File: config.mk
export PLATFORM = sky130hd
export DESIGN_NAME = seg7_scan_capture
export DESIGN_NICKNAME = d
export VERILOG_FILES = /design/src/rtl/seg7_scan_capture.sv
export SDC_FILE = /design/constraint.sdc
export NUM_CORES = 1
export LEC_CHECK = 0
export ABC_CLOCK_PERIOD_IN_PS = 4300
export CORE_ASPECT_RATIO = 1.1
export CORE_UTILIZATION = 35
export CTS_CLUSTER_DIAMETER = 100
export CTS_CLUSTER_SIZE = 40
export DETAILED_ROUTE_END_ITERATION = 8
export GPL_TIMING_DRIVEN = 0
export PLACE_DENSITY = 0.52
export SLEW_MARGIN = 20
export SYNTH_ARGS = -nofsm -noshare
export SYNTH_HDL_FRONTEND = slang
export SYNTH_SLANG_ARGS = --single-unit
File: constraint.sdc
create_clock -name clk -period 4.3 [get_ports clk]
set_input_delay 1.29 -clock clk [delete_from_list [all_inputs] [get_ports clk]]
set_output_delay 1.29 -clock clk [all_outputs]
set_load 0.005 [all_outputs]
File: src/rtl/seg7_scan_capture.sv
`default_nettype none
// ============================================================================
// Module   : seg7_scan_capture
// Purpose  : Receive-side monitor for a multiplexed, active-low 7-segment
//            display bus. Rebuilds the hex value, decimal point and blank
//            state of every digit, and raises sticky error flags for stable
//            segment patterns that are not hex glyphs.
// Revision : 1.0  initial release
// ----------------------------------------------------------------------------
// Ports
//   clk    in   1          single clock domain
//   rst    in   1          asynchronous active-high reset
//   clr    in   1          synchronous clear of VALID, ERR and seen mask
//   AN     in   DIGITS     anode enables, active-low, one-hot-low selects digit
//   SEG    in   8          segments, active-low, [0]=a .. [6]=g, [7]=point
//   HEX    out  4*DIGITS   captured value, digit i at HEX[4i+3:4i]
//   DP     out  DIGITS     decimal point lit for digit i
//   BLANK  out  DIGITS     digit i captured with segments a-g all off
//   VALID  out  DIGITS     digit i had a good or blank capture since rst/clr
//   ERR    out  DIGITS     sticky: digit i showed a stable non-hex pattern
//   FRAME  out  1          one-cycle pulse once every digit has been captured
// ============================================================================
module seg7_scan_capture #(
    parameter int DIGITS        = 4,
    parameter int STABLE_CYCLES = 4
) (
    input  logic                  clk,
    input  logic                  rst,
    input  logic                  clr,
    input  logic [DIGITS-1:0]     AN,
    input  logic [7:0]            SEG,
    output logic [4*DIGITS-1:0]   HEX,
    output logic [DIGITS-1:0]     DP,
    output logic [DIGITS-1:0]     BLANK,
    output logic [DIGITS-1:0]     VALID,
    output logic [DIGITS-1:0]     ERR,
    output logic                  FRAME
);

    localparam logic [7:0]        c_STABLE = 8'(STABLE_CYCLES);
    localparam logic [7:0]        c_SAT    = 8'hFF;
    localparam logic [DIGITS-1:0] c_ONE    = DIGITS'(1);
    localparam logic [DIGITS-1:0] c_ALL    = {DIGITS{1'b1}};

    // Two-flop synchronizers plus the previous synchronized sample.
    logic [DIGITS-1:0] r_anMeta, r_anSync, r_anPrev;
    logic [7:0]        r_segMeta, r_segSync, r_segPrev;
    logic [7:0]        r_stable;

    // Capture stage: pattern that just completed its stable interval.
    logic              r_capFire;
    logic [DIGITS-1:0] r_capSel;
    logic [7:0]        r_capSeg;

    logic [4*DIGITS-1:0] r_hex;
    logic [DIGITS-1:0]   r_dp, r_blank, r_valid, r_err, r_seen;
    logic                r_frame;

    logic [DIGITS-1:0] w_anSel;
    logic              w_oneHot;
    logic              w_restart;
    logic [7:0]        w_countNext;
    logic              w_fire;
    logic [6:0]        w_pat;
    logic              w_glyphOk;
    logic              w_isBlank;
    logic [3:0]        w_glyphVal;
    logic [DIGITS-1:0] w_capBits, w_goodBits, w_badBits;
    logic [DIGITS-1:0] w_seenSet;
    logic              w_frameNow;

    // ------------------------------------------------------------------
    // Stability tracking on the synchronized bus
    // ------------------------------------------------------------------
    always_comb begin
        w_anSel     = ~r_anSync;
        w_oneHot    = (w_anSel != '0) && ((w_anSel & (w_anSel - c_ONE)) == '0);
        w_restart   = (r_anSync != r_anPrev) || (r_segSync != r_segPrev) || !w_oneHot;
        w_countNext = w_restart ? 8'd1 : ((r_stable == c_SAT) ? c_SAT : r_stable + 8'd1);
        // Fire only on the transition into STABLE_CYCLES; a saturated counter
        // sitting at 255 must not fire again every cycle.
        w_fire      = w_oneHot && (w_countNext == c_STABLE) &&
                      (w_restart || (r_stable != c_SAT));
    end

    always_ff @(posedge clk or posedge rst) begin
        if (rst) begin
            r_anMeta  <= c_ALL;
            r_anSync  <= c_ALL;
            r_anPrev  <= c_ALL;
            r_segMeta <= 8'hFF;
            r_segSync <= 8'hFF;
            r_segPrev <= 8'hFF;
            r_stable  <= 8'd0;
            r_capFire <= 1'b0;
            r_capSel  <= '0;
            r_capSeg  <= 8'hFF;
        end else begin
            r_anMeta  <= AN;
            r_anSync  <= r_anMeta;
            r_anPrev  <= r_anSync;
            r_segMeta <= SEG;
            r_segSync <= r_segMeta;
            r_segPrev <= r_segSync;
            r_stable  <= w_countNext;
            r_capFire <= w_fire;
            r_capSel  <= w_anSel;
            r_capSeg  <= r_segSync;
        end
    end

    // ------------------------------------------------------------------
    // Glyph decode of the captured pattern (gfedcba, active-high)
    // ------------------------------------------------------------------
    always_comb begin
        w_pat      = ~r_capSeg[6:0];
        w_glyphOk  = 1'b1;
        w_glyphVal = 4'h0;
        w_isBlank  = (w_pat == 7'h00);
        case (w_pat)
            7'h3F: w_glyphVal = 4'h0;
            7'h06: w_glyphVal = 4'h1;
            7'h5B: w_glyphVal = 4'h2;
            7'h4F: w_glyphVal = 4'h3;
            7'h66: w_glyphVal = 4'h4;
            7'h6D: w_glyphVal = 4'h5;
            7'h7D: w_glyphVal = 4'h6;
            7'h07: w_glyphVal = 4'h7;
            7'h7F: w_glyphVal = 4'h8;
            7'h6F: w_glyphVal = 4'h9;
            7'h77: w_glyphVal = 4'hA;
            7'h7C: w_glyphVal = 4'hB;
            7'h39: w_glyphVal = 4'hC;
            7'h5E: w_glyphVal = 4'hD;
            7'h79: w_glyphVal = 4'hE;
            7'h71: w_glyphVal = 4'hF;
            default: w_glyphOk = 1'b0;
        endcase
    end

    // ------------------------------------------------------------------
    // Per-digit update, seen mask and frame pulse
    // ------------------------------------------------------------------
    always_comb begin
        w_capBits  = r_capFire ? r_capSel : '0;
        w_goodBits = (w_glyphOk || w_isBlank) ? w_capBits : '0;
        w_badBits  = (w_glyphOk || w_isBlank) ? '0 : w_capBits;
        // clr empties the mask first so a simultaneous capture still lands.
        w_seenSet  = (clr ? '0 : r_seen) | w_capBits;
        w_frameNow = (w_seenSet == c_ALL);
    end

    always_ff @(posedge clk or posedge rst) begin
        if (rst) begin
            r_hex   <= '0;
            r_dp    <= '0;
            r_blank <= c_ALL;
            r_valid <= '0;
            r_err   <= '0;
            r_seen  <= '0;
            r_frame <= 1'b0;
        end else begin
            r_valid <= (clr ? '0 : r_valid) | w_goodBits;
            r_err   <= (clr ? '0 : r_err) | w_badBits;
            r_seen  <= w_frameNow ? '0 : w_seenSet;
            r_frame <= w_frameNow;
            for (int i = 0; i < DIGITS; i++) begin
                if (w_capBits[i]) begin
                    r_dp[i] <= ~r_capSeg[7];
                end
                if (w_goodBits[i]) begin
                    r_hex[4*i +: 4] <= w_isBlank ? 4'h0 : w_glyphVal;
                    r_blank[i]      <= w_isBlank;
                end
            end
        end
    end

    assign HEX   = r_hex;
    assign DP    = r_dp;
    assign BLANK = r_blank;
    assign VALID = r_valid;
    assign ERR   = r_err;
    assign FRAME = r_frame;

endmodule
`default_nettype wire

==> impl_results.md, run 1 <==
- Outcome: finished, final reports clean
- Area occupied by multi-input gates: 1275 um2
- Max frequency: 375.2 MHz
- P_sw: 0.3381 mW
- Overall Global Routing Usage: 14.77%
- Die ar.: 10790 um2
- Wirelength per Cell: 14.92 um
- Latest clock arrival within the worst-skew pair: 0.35 ns
- Final Slew Violations: 0
- CTS Buf Count: 9
- Die width: 99.15 um
- Mapped Cells: 308
- Site row count: 38
- Fillers: 926
- Core area: 9985 um2
- Crit-path max FO: 2
- Initial core utilization: 36.39%
- Final Cell Area: 4468 um2
- Synth unique cells: 61
- Final-report hold violation count: 0
- Grt ovf: 0
- Number of flops mapped to enable cells by yosys: 0
- Die height: 108.9 um
- Register area share after synthesis: 60.61%
- Sw Share: 22.57%
- MaxCap Viol Count: 0
- Async SR Flop Fraction: 100.0%
- GPL Wtd Cong: 0.8029
- Worst Tran Pin Value: 0.8496 ns
- Clock Path Buffers: 2
- Buf/Inv on CP: 1
- Prevailing post-synth register cell: dfrtp_1
- Hold buffers post-CTS: 0
- Clk_skew: 0.01241 ns
- IO Count: 48
- Setup Buffers After CTS: 0
- Internal power: 1.160 mW
- Pwr/cell area: 335.3 nW/um2
- Clk root buf: clkbuf_8
- Largest net degree at the start of global routing: 45
- Initial antenna violation count: 0
- Clock sink count: 86
- CTS tree: built
- Synth-to-Final Area Change: 22.97%
- Drt pass-1 iters: 5
- Max stage delay on crit path: 0.54 ns
- Most common cell after layout, fill and taps aside: clkdlybuf4s50_1
- Number of global-route vias before repair: 2363
- Most frequent cells in the layout: 47 x clkdlybuf4s50_1, 46 x dfrtp_1, 40 x dfstp_2
- Layout cells sized above 1: 20.97%
- Placed inst area: 4277 um2
- Max IR drop VDD: 0.1828 mV
- Htree depth: 3
- WS Path Type: reg2out
- Slowest-stage cell, CP: dfstp_2
- Leak: 1.883 nW
- CP Cell Sequence: clkdlybuf4s50_1
- Post-route minimum period: 2.666 ns
- # setup viols final: 0
- FF+latch area: 2202 um2
- First-pass GRT wire length: 12110 um
- Worst Path Arrival: 1.38 ns
- Number of port buffers: 47
- Nets: 383
- Vias: 2510
- CP endpoint kind: output pin
- RSZ-0062 raised after global routing: no
- Syn_area_per_cell: 11.80 um2
- Reg power frac: 57.0%
- DRC Markers: 0
- DP HPWL: 5141 um
- Final Cycle Share: 61.99%
- Yosys warns: 0
- Initial DRC Count: 120
- Reg clk slew, reported paths: 0.09 ns
- Combinational power share: 6.1%
- Final WL: 7341 um
- Gates resized, CTS repair: 0
- Antenna diode count: 0
- Slew headroom: 42.62%
- Vias per std cell: 5.102
- Mapped Area: 3633 um2
- Worst Hold Class: reg2reg
- Flops & latches, synth: 86
- Worst EP required: 3.01 ns
- CP delay by family, top: flip-flops
- Critical Path Start Type: flip-flop
- Clock Power Share: 36.9%
- Layout Utilization: 44.75%
- Antenna violation net count after detailed routing: 0
- Synth Net Count: 324
==> flip-flops by register name (all words and copies together), names as in the netlist <==
signal     flops
r_seen         4
r_capSeg       8
BLANK          4
FRAME          1
DP             4
r_stable       8
VALID          4
r_capFire      1
r_anSync       4
ERR            4
r_anMeta       4
r_capSel       4
r_segMeta      8
HEX           16
r_segSync      8
r_anPrev       4
==> kinds of logic (layout without fill, tap and decap cells) <==
| group | after synthesis | in the layout | share of synthesized area [%] |
|---|---|---|---|
| multiplexers | 1 | 1 | 0.2755 |
| flip-flops | 86 | 86 | 60.61 |
| XOR/XNOR | 17 | 17 | 4.098 |
| AO/OA/AOI/OAI | 80 | 80 | 15.94 |
| buffers and inverters | 33 | 97 | 4.304 |
| AND/OR/NAND/NOR | 90 | 90 | 14.43 |
| adder cells (fa/ha/maj) | 1 | 1 | 0.3443 |
==> stage by stage <==
step | worst slack (ns) | total power [mW] | std cells | hold WS (ns) | setup TNS [ns]
2_1_floorplan | 0.8543 | 0.9260 | 308 | 0.3452 | 0
3_3_place_gp | -0.5160 | 0.9574 | 475 | 0.3458 | -23.53
3_5_place_dp | 1.782 | 0.9614 | 476 | 0.3468 | 0
4_1_cts | 1.610 | 1.522 | 492 | 0.3586 | 0
5_1_grt | 1.590 | 1.567 | 492 | 0.3596 | 0
6_report | 1.634 | 1.498 | 492 | 0.3569 | 0
==> path summary, 6_finish.rpt <==
kind,start,slack [ns],to,depth (start not counted)
min in group asynchronous,rst,1.34,r_stable[5],2
setup / recovery,BLANK[1],1.63,BLANK[1],1
hold reg to reg,r_segMeta[2],0.36,r_segSync[2],0
max in group asynchronous,rst,2.27,r_capSeg[2],3
hold / removal,r_segMeta[2],0.36,r_segSync[2],0
setup reg to reg,r_capSeg[0],1.93,r_capFire,6
==> cells in the mapped netlist (2+ instances only) <==
library cell / number / area [um2]
clkbuf_1: 3 / 11.26
nand3_1: 5 / 25.02
o21ai_0: 9 / 45.04
a31oi_1: 7 / 43.79
buf_1: 3 / 11.26
and3_1: 4 / 25.02
and4b_1: 2 / 20.02
nor3_1: 8 / 40.04
o22ai_1: 6 / 37.54
nor4_1: 2 / 12.51
nor2_1: 11 / 41.29
a21o_1: 4 / 30.03
a22o_1: 5 / 43.79
nand4_1: 3 / 18.77
dfstp_2: 40 / 1051
o32a_1: 4 / 40.04
buf_6: 3 / 33.78
nor4b_1: 2 / 17.52
a2bb2oi_1: 9 / 78.83
and4bb_2: 2 / 25.02
dfrtp_1: 46 / 1151
nor2b_1: 4 / 25.02
and2_1: 5 / 31.28
and4_1: 3 / 26.28
inv_1: 18 / 67.56
xor2_1: 12 / 105.1
a21oi_1: 20 / 100.1
buf_2: 5 / 25.02
nand2_1: 25 / 93.84
xnor2_1: 5 / 43.79
nand2b_1: 3 / 18.77
==> per-layer routing <==
metal | share of wire [%] | wire length [um] | vias up | global-route usage (%)
met5 | 0 | 0 | - | 0
met3 | 3.5 | 255 | 10 | 2.436
li1 | - | - | 1232 | -
met1 | 49 | 3594 | 1202 | 20.27
met2 | 46 | 3365 | 66 | 23.03
met4 | 1.7 | 126 | 0 | 6.933
==> power by group through the flow <==
stage | registers (mW) | clock network (mW) | logic, mW
final | 0.855 | 0.552 | 0.0912
after global placement | 0.869 | 0 | 0.0885
after global routing | 0.858 | 0.608 | 0.102
after floorplan | 0.866 | 0 | 0.0603
after CTS | 0.855 | 0.575 | 0.0924
after detailed placement | 0.870 | 0 | 0.0919
==> cell type report <==
| type | count | share of cell area, % |
|---|---|---|
| Inverter | 18 | 1.568 |
| Clock inverter | 5 | 1.120 |
| Clock buffer | 11 | 3.164 |
| Multi-Input combinational cell | 189 | 28.54 |
| Tap cell | 120 | 3.360 |
| Timing Repair Buffer | 48 | 10.98 |
| Buffer | 15 | 1.988 |
| Sequential cell | 86 | 49.29 |
Power figures use the tool's default switching activity.
==> run 2: changes to the inputs <==
--- a/config.mk
+++ b/config.mk
@@ -5,14 +5,14 @@
 export SDC_FILE = /design/constraint.sdc
 export NUM_CORES = 1
 export LEC_CHECK = 0
-export ABC_CLOCK_PERIOD_IN_PS = 4300
+export ABC_CLOCK_PERIOD_IN_PS = 2400
 export CORE_ASPECT_RATIO = 1.1
 export CORE_UTILIZATION = 35
 export CTS_CLUSTER_DIAMETER = 100
 export CTS_CLUSTER_SIZE = 40
 export DETAILED_ROUTE_END_ITERATION = 8
 export GPL_TIMING_DRIVEN = 0
-export PLACE_DENSITY = 0.52
+export PLACE_DENSITY = 0.54
 export SLEW_MARGIN = 20
 export SYNTH_ARGS = -nofsm -noshare
 export SYNTH_HDL_FRONTEND = slang
==> constraint.sdc (replaced) <==
create_clock -name clk -period 2.4 [get_ports clk]
set_input_delay 0.72 -clock clk [delete_from_list [all_inputs] [get_ports clk]]
set_output_delay 0.72 -clock clk [all_outputs]
set_load 0.005 [all_outputs]
==> impl_results.md, run 2 (synthesis results as in run 1) <==
- Initial DRC Count: 119 (was 120)
- Core area: 9985 um2 (unchanged)
- Antenna violation net count after detailed routing: 0 (unchanged)
- Critical Path Start Type: flip-flop (unchanged)
- Worst Hold Class: reg2reg (unchanged)
- WHS: 0.3568 ns (was 0.3569 ns)
- Power Total: 2.669 mW (was 1.498 mW)
- Clk_skew: 0.01504 ns (was 0.01241 ns)
- CTS Buf Count: 9 (unchanged)
- Setup TNS Final: 0 ns (unchanged)
- Buf/Inv on CP: 2 (was 1)
- Site row count: 38 (unchanged)
- Final WL: 7139 um (was 7341 um)
- Max stage delay on crit path: 0.54 ns (about the same)
- RSZ-0062 raised after global routing: no (unchanged)
- Most common cell after layout, fill and taps aside: clkdlybuf4s50_1 (unchanged)
- Final Slew Violations: 0 (unchanged)
- Wirelength per Cell: 14.48 um (was 14.92 um)
- Outcome: finished, final reports clean (unchanged)
- DP HPWL: 5156 um (was 5141 um)
- Final Cycle Share: 90.45%
- Drt pass-1 iters: 4 (was 5)
- Number of global-route vias before repair: 2413 (was 2363)
- Critical R2R Capture: HEX[15] (was r_capFire)
- Final-report hold violation count: 0 (unchanged)
- Nets: 384 (was 383)
- Largest net degree at the start of global routing: 36 (was 45)
- Final Cell Area: 4511 um2 (was 4468 um2)
- Layout cells sized above 1: 21.18% (was 20.97%)
- Worst R2R Path Depth: 7 (was 6)
- Latest clock arrival within the worst-skew pair: 0.35 ns (about the same)
- Worst Hold Path EP: r_segSync[4] (was r_segSync[2])
- Vias per std cell: 5.093 (was 5.102)
- Number of port buffers: 47 (unchanged)
- Most used cell, CP: buf_6
- CP delay by family, top: compound AO/OA/AOI/OAI gates (was flip-flops)
- First-pass GRT wire length: 11870 um (was 12110 um)
- Hold buffers post-CTS: 0 (unchanged)
- Grt ovf: 0 (unchanged)
- Reg2reg setup slack: 0.23 ns (was 1.93 ns)
- WS Path Type: reg2reg (was reg2out)
- Die ar.: 10790 um2 (unchanged)
- Worst Tran Pin Value: 0.7968 ns (was 0.8496 ns)
- DRC Markers: 0 (unchanged)
- Initial core utilization: 36.39% (unchanged)
- Worst hold stages: 0 (unchanged)
- Max IR drop VDD: 0.3701 mV (was 0.1828 mV)
- Crit-path max FO: 10 (was 2)
- Reg clk slew, reported paths: 0.07 ns (was 0.09 ns)
- Worst EP required: 2.63 ns (was 3.01 ns)
- Clock Path Buffers: 2 (unchanged)
- Leak: 1.877 nW (was 1.883 nW)
- # setup viols final: 0 (unchanged)
- Slowest-stage cell, CP: dfstp_2 (unchanged)
- Overall Global Routing Usage: 14.26% (was 14.77%)
- Initial antenna violation count: 0 (unchanged)
- Worst Path Arrival: 2.40 ns (was 1.38 ns)
- Post-route minimum period: 2.171 ns
- Die height: 108.9 um (unchanged)
- MaxCap Viol Count: 0 (unchanged)
- GPL Wtd Cong: 0.7919 (was 0.8029)
- Max frequency: 460.6 MHz
- Slew headroom: 46.18% (was 42.62%)
- Clock sink count: 86 (unchanged)
- Pwr/cell area: 591.7 nW/um2 (was 335.3 nW/um2)
- Max reg flops: 16 (unchanged)
- CP endpoint kind: flip-flop (was output pin)
- Antenna diode count: 0 (unchanged)
- CP startpoint: r_capSeg[1] (was BLANK[1])
- Htree depth: 3 (unchanged)
- Crit Reg-Reg Startpoint: r_capSeg[1] (was r_capSeg[0])
- CP Cell Sequence: buf_6, nand2b_1, a2111oi_1, a21oi_2, and3_1, buf_6, o32a_1 (was clkdlybuf4s50_1)
- CTS tree: built (unchanged)
- Die width: 99.15 um (unchanged)
- Synth-to-Final Area Change: 24.14% (was 22.97%)
- Placed inst area: 4298 um2 (was 4277 um2)
- Layout Utilization: 45.18% (was 44.75%)
- Most frequent cells in the layout: 47 x clkdlybuf4s50_1, 46 x dfrtp_1, 40 x dfstp_2 (unchanged)
- HP Start: r_segMeta[4] (was r_segMeta[2])
- IO Count: 48 (unchanged)
- Fillers: 951 (was 926)
- Vias: 2511 (was 2510)
- Clk root buf: clkbuf_8 (unchanged)
[run 2: worst max-delay path by stage]
stage | endpoint | slack (ns) | cells after the start
final | HEX[15] | 0.23 | 7
after global placement | HEX[4] | -0.21 | 2
after detailed placement | r_capFire | 0.0008 | 6
after global routing | r_capFire | 0.02 | 7
after floorplan | HEX[11] | 0.39 | 7
after CTS | r_capFire | 0.006 | 6
[run 2: final cells by class]
class / count / area, um2 / share of cell area (%)
inverters: 18 / 71.32 / 1.581
clock inverters: 4 / 50.05 / 1.110
flip-flops and latches: 86 / 2202 / 48.82
multi-input cells: 189 / 1301 / 28.85
well taps: 120 / 150.1 / 3.329
repair buffers: 49 / 510.5 / 11.32
plain buffers: 15 / 90.09 / 1.997
clock buffers: 12 / 135.1 / 2.996
[run 2: report_power, final]
part | total, mW | switching [mW] | internal, mW
combinational | 0.170 | 0.0986 | 0.0710
sequential | 1.53 | 0.0233 | 1.51
clock | 0.968 | 0.487 | 0.481
total | 2.67 | 0.609 | 2.06
[run 2: layer usage]
layer  GRT usage, %  share of wire [%]  wire length, um
met4          5.042               0.50               36
met2          23.68                 49             3477
met1          18.14                 46             3284
met5              0                  0                0
met3          3.718                4.8              340
[run 2: through the flow]
step                setup WS [ns]  cells
global route              0.01891    493
CTS                      0.006493    493
floorplan                  0.3932    308
detailed placement      0.0007838    477
global placement          -0.2132    475
finish                     0.2291    493
[run 2: what timing repair did]
action / in CTS / in global routing
resized for setup: 0 / 5
setup buffers: 0 / 0
endpoints found under the setup margin: 0 / 5
